$ cat src/rtl/call_register.sv
// Debounced hall/car buttons latched into sticky per-floor requests, cleared on door-open service.
// Latency: set after the DEBOUNCE_CYCLES-th high sample, clear after one open_door edge; no backpressure.

module call_debounce #(
    parameter int DEBOUNCE_CYCLES = 16
) (
    input  logic clk,
    input  logic rst_n,
    input  logic raw,
    output logic press
);
    localparam int CW = $clog2(DEBOUNCE_CYCLES + 1);
    localparam logic [CW-1:0] CNT_MAX  = CW'(DEBOUNCE_CYCLES);
    localparam logic [CW-1:0] CNT_LAST = CW'(DEBOUNCE_CYCLES - 1);

    logic [CW-1:0] cnt;

    // Saturating counter: one press per high episode, never a repeat while held.
    always_ff @(posedge clk or negedge rst_n) begin
        if (!rst_n) begin
            cnt <= '0;
        end else if (!raw) begin
            cnt <= '0;
        end else if (cnt < CNT_MAX) begin
            cnt <= cnt + CW'(1);
        end
    end

    assign press = raw && (cnt == CNT_LAST);
endmodule

module call_register #(
    parameter int N               = 8,
    parameter int DEBOUNCE_CYCLES = 16
) (
    input  logic         clk,
    input  logic         rst_n,
    input  logic [N-1:0] raw_up,
    input  logic [N-1:0] raw_down,
    input  logic [N-1:0] raw_car,
    input  logic [N-1:0] floor_sensor,
    input  logic         open_door,
    input  logic         direction_up,
    input  logic         direction_down,
    input  logic         fire_alert,
    output logic [N-1:0] button_up,
    output logic [N-1:0] button_down,
    output logic [N-1:0] button_select_floor,
    output logic         any_pending
);
    typedef struct packed {
        logic [N-1:0] up;
        logic [N-1:0] down;
        logic [N-1:0] car;
    } req_t;

    localparam logic [N-1:0] UP_LEGAL   = {1'b0, {(N-1){1'b1}}};
    localparam logic [N-1:0] DOWN_LEGAL = {{(N-1){1'b1}}, 1'b0};

    req_t         req;
    req_t         req_nxt;
    req_t         press;
    req_t         clr;
    logic         sensor_ok;
    logic [N-1:0] at_floor;
    logic         unused_raw;

    // Top-floor up and ground-floor down have no debouncer at all.
    assign unused_raw = raw_up[N-1] ^ raw_down[0];
    assign press.up[N-1]  = 1'b0;
    assign press.down[0]  = 1'b0;

    for (genvar i = 0; i < N; i++) begin : g_floor
        call_debounce #(.DEBOUNCE_CYCLES(DEBOUNCE_CYCLES)) u_car (
            .clk   (clk),
            .rst_n (rst_n),
            .raw   (raw_car[i]),
            .press (press.car[i])
        );
        if (i < N - 1) begin : g_up
            call_debounce #(.DEBOUNCE_CYCLES(DEBOUNCE_CYCLES)) u_up (
                .clk   (clk),
                .rst_n (rst_n),
                .raw   (raw_up[i]),
                .press (press.up[i])
            );
        end
        if (i > 0) begin : g_down
            call_debounce #(.DEBOUNCE_CYCLES(DEBOUNCE_CYCLES)) u_down (
                .clk   (clk),
                .rst_n (rst_n),
                .raw   (raw_down[i]),
                .press (press.down[i])
            );
        end
    end

    // A zero or multi-hot sensor means position is unknown, so nothing is served.
    assign sensor_ok = (floor_sensor != '0) &&
                       ((floor_sensor & (floor_sensor - N'(1))) == '0);

    always_comb begin
        at_floor = '0;
        clr      = '0;
        req_nxt  = '0;
        if (open_door && sensor_ok) begin
            at_floor = floor_sensor;
        end
        clr.car  = at_floor;
        clr.up   = direction_down ? '0 : at_floor;
        clr.down = direction_up   ? '0 : at_floor;
        if (!fire_alert) begin
            req_nxt.up   = (req.up   | press.up)   & ~clr.up   & UP_LEGAL;
            req_nxt.down = (req.down | press.down) & ~clr.down & DOWN_LEGAL;
            req_nxt.car  = (req.car  | press.car)  & ~clr.car;
        end
    end

    always_ff @(posedge clk or negedge rst_n) begin
        if (!rst_n) begin
            req <= '0;
        end else begin
            req <= req_nxt;
        end
    end

    assign button_up           = req.up;
    assign button_down         = req.down;
    assign button_select_floor = req.car;
    assign any_pending         = |req;
endmodule

$ cat config.mk
export PLATFORM = sky130hd
export DESIGN_NAME = call_register
export DESIGN_NICKNAME = d
export VERILOG_FILES = /design/src/rtl/call_register.sv
export SDC_FILE = /design/constraint.sdc
export NUM_CORES = 1
export LEC_CHECK = 0
export CAP_MARGIN = 10
export CELL_PAD_IN_SITES_DETAIL_PLACEMENT = 0
export CELL_PAD_IN_SITES_GLOBAL_PLACEMENT = 1
export CORE_UTILIZATION = 46
export DETAILED_ROUTE_END_ITERATION = 8
export PLACE_DENSITY = 0.76
export SLEW_MARGIN = 30
export SYNTH_ARGS = -nofsm -noshare
export SYNTH_HDL_FRONTEND = slang
export SYNTH_SLANG_ARGS = --single-unit
$ cat constraint.sdc
create_clock -name clk -period 2 [get_ports clk]
set_input_delay 0.2 -clock clk [delete_from_list [all_inputs] [get_ports clk]]
set_output_delay 0.2 -clock clk [all_outputs]
set_load 0.05 [all_outputs]
==> flow_results.org <==
** Outcome
- The run finished, with violations left.
- The final reports fail on setup timing.

** Timing
- Headroom to the max-slew limit came out at 0.6305.
- The smallest clock period supported by the final layout is computed as about 2.2 ns.
- Number of endpoints with negative hold slack in the final report :: 0
- Slew of the pin with the lowest slew margin :: around 0.55 ns
- Highest attainable clock frequency :: between 0.4 and 0.5 GHz
- The final max-slew violation count came to 0.
- Clock skew on the completed layout was measured at 0.007710 ns.
- Setup repair after global routing missed its margin :: yes
- Of the available clock period, the critical path in the final layout requires 1.099.
- On the final layout, the worst hold slack is approximately 0.24 ns.
- Fin worst setup slack :: -0.1970 ns
- Setup violations remaining at the end of the flow were counted as 1.

** Worst setup path
- In this design, the stage delay of the slowest critical-path cell is roughly 0.54 ns.
- In this run the worst path has a maximum fanout of 2.
- For the worst setup path, the data arrival time is around 2.0 ns.
- STA classifies the critical path startpoint as a register.
- Category of the critical setup timing path :: register to output pin
- Worst path cell trace :: or4_1, or4_4, buf_8
- The slowest stage of the critical path is the or4_1 cell.
- For the worst setup path, the data required time is around 1.8 ns.
- Critical path capture point type :: output pin

** Floorplan
- FP Rows :: 42
- The region available for standard cell placement spans roughly 13000 µm².
- The die is 119.5 µm tall.
- During I/O placement, the number of pins put on the boundary was 63.
- Measured along the x axis, the die boundary spans 119.5 µm.
- The initial utilization of the core area, before any placement, comes to 0.4754.
- Die area :: ~14000 µm²

** Clocking
- Clock Pin Slew Worst Setup and Hold Paths :: 0.05 ns
- The clock reaches the later pin of the worst-skew pair after 0.41 ns.
- CTS tree :: done
- For this design, the sink count on the clock tree is around 130.
- Counting the buffers created by CTS gives 17.
- CTS HTree Levels :: 4
- No sink is reached through more buffers than the 2 on the longest clock path.
- Clock Tree Root :: clkbuf_16

** Drt
- Detailed Routing Iterations Pass 1 :: 4
- Post-DR wirelength/cell :: 14.68 µm
- For this block, the routed nets add up to around 12 mm of wire.
- Once detail routing completed, the nets flagged for antenna violations numbered 0.
- DRC violations left :: 0
- Via count :: between 4000 and 5000
- Using the TritonRoute via totals, the vias-per-cell ratio works out to 5.025.
- DRC marker count from the first detailed-route iteration :: 197

** Global routing
- Global-route wire length before repair :: ~21 mm
- Via count of the first global-routing pass :: around 4200
- Global routing finished with a remaining overflow of 0.
- Global-route usage over all layers :: 0.1899
- Entering global routing, the biggest net connects 51 pins.
- Initial antenna violation count :: 0

** Cells and area
- From synthesis to final layout, the design area changed by 23.97%.
- Fillers :: about 1100
- Final instance area :: ~7900 µm²
- In the final layout, the multi-input gates occupy 2947 µm².
- Leading cell types in the layout, fill and taps excluded :: 131 x dfrtp_1, 67 x and2_1, 66 x xnor2_1
- 0 antenna diodes ended up in the layout.
- In the final layout, flip-flops and latches occupy 3304 µm².
- In the final design database the tool counted 719 nets.
- Of the cells placed in the final design, the portion with a size suffix greater than 1 is 0.08025.
- Most frequent standard cell in the layout excluding fill and tap cells :: dfrtp_1

** Synth
- Post-Synthesis Cells :: around 550
- Of the synthesized area, sequential elements account for 0.5205.
- After synthesis the netlist holds a flip-flop and latch count of between 100 and 150.
- Number of flops mapped to enable cells by yosys :: 0
- After synthesis, the share of flip-flops with an asynchronous set or reset is 1.000.
- Synth unique cells :: 27
- The Yosys step of the flow raised 0 warnings.
- Post-synthesis cell area :: approximately 6300 µm²
- Predominant post-synthesis flop cell :: dfrtp_1
- Syn_area_per_cell :: roughly 12 µm²

** Power and ir drop
- Power comes to about 7 mW.
- The worst-case IR drop observed on VDD is approximately 630 µV.
- Dividing total power by cell area gives a power density of approximately 900 nW/µm².
- Leak Pwr :: about 3.5 nW

** Placed design
- The congestion estimate from routability-driven global placement came to roughly 0.84.
- Placed Area :: around 7300 µm²
- Number of buffer cells added on primary ports :: 58
- After legalization and detailed placement, the total HPWL measured 8.776 mm.

** Min path
- The path class of the tightest hold or removal check is input port to asynchronous set/reset pin.

** Flow run
- The tool flagged a number of max-cap violations equal to 0.
critical path: cells and delay by family, from the launching register on:
kind          cells  cell delay, ns
simple gates      2            1.05
flops             1            0.37
buf+inv           1            0.17
flip-flops by register name, indices dropped and copies added (netlist names):
name / flops
g_floor.u_car.cnt: 40
g_floor.g_up.u_up.cnt: 35
g_floor.g_down.u_down.cnt: 35
button_select_floor: 8
button_down: 7
button_up: 7
cell families (layout without fill, tap and decap cells):
| family | count (synthesis) | in the layout | share of synthesized area |
|---|---|---|---|
| simple gates | 180 | 180 | 0.1686 |
| buf+inv | 29 | 130 | 0.01834 |
| xor+xnor | 66 | 66 | 0.09109 |
| fa+ha+maj | 44 | 44 | 0.08675 |
| other cells | 1 | 2 | 0.0005909 |
| flops | 132 | 132 | 0.5205 |
| compound gates | 71 | 71 | 0.07788 |
| mux | 23 | 23 | 0.03628 |
path summary, 6_finish.rpt:
path | start | end | slack, ns | cells past startpoint
min | rst_n | g_floor[7].u_car.cnt[1] | 0.24 | 2
max in group asynchronous | rst_n | g_floor[4].u_car.cnt[2] | 1.17 | 3
max | button_down[6] | any_pending | -0.20 | 3
max reg2reg | g_floor[3].g_up.u_up.cnt[0] | button_up[3] | 0.53 | 5
min in group clk | direction_up | button_down[5] | 0.42 | 2
min reg2reg | g_floor[5].g_up.u_up.cnt[1] | g_floor[5].g_up.u_up.cnt[1] | 0.58 | 2
metrics by stage:
stage          cells  TNS, ns  setup WS [ns]  utilization
3_3_place_gp     790  -0.8074       -0.07363       0.5434
5_1_grt          824  -0.2414        -0.2414       0.5894
3_5_place_dp     790   -1.555        -0.1220       0.5434
6_report         824  -0.1970        -0.1970       0.5894
2_1_floorplan    547        0        0.08871            -
4_1_cts          824  -0.2202        -0.2202       0.5890
layer usage:
metal / wire length [µm] / track usage / share of wire / vias to the layer above
met5: 0 / 0 / 0 / -
met4: 117 / 0.05781 / 0.0097 / 0
met3: 472 / 0.05843 / 0.039 / 10
met2: 5618 / 0.2894 / 0.46 / 48
met1: 5889 / 0.2591 / 0.49 / 2012
li1: - / - / - / 2071
cells in the mapped netlist (all sizes together) (2+ instances only):
master	instances	area (µm²)
a311oi	3	26.28
nor4	5	37.53
o21a	2	15.01
inv	24	90.09
nor3b	3	22.52
and3	23	143.9
xnor2	66	578.1
nor2	5	18.77
a211oi	21	172.7
a21oi	22	110.1
mux2i	23	230.2
clkbuf	3	11.26
nand4	24	150.1
a21boi	22	165.2
ha	44	550.5
nor2b	26	162.7
or4	2	15.01
buf	2	15.01
nand2	22	82.58
and2	67	419.2
dfrtp	132	3303
nand2b	2	12.51
report_power, final:
part / switching (mW) / leakage, nW / total [mW] / internal (mW)
clock network: 1.06 / 0.277 / 2.97 / 1.91
logic: 0.389 / 1.44 / 0.850 / 0.461
registers: 0.231 / 1.78 / 3.15 / 2.92
total: 1.68 / 3.50 / 6.97 / 5.29
final cells by class:
type / count / area share
clock inverters: 5 / 0.009542
inverters: 24 / 0.01145
clock buffers: 25 / 0.06170
well taps: 176 / 0.02799
repair buffers: 76 / 0.09478
flip-flops and latches: 132 / 0.4200
multi-input cells: 386 / 0.3745
timing repair:
item                                    in CTS  in global routing
endpoints found under the setup margin       1                  1
hold buffers                                 1                  0
buffers inserted                             3                  0
hold endpoints to repair                    20                  0
gates resized for setup                      4                  1
cloned                                       0                  0
pin swaps                                    0                  1
(Power assumes the default switching activity.)
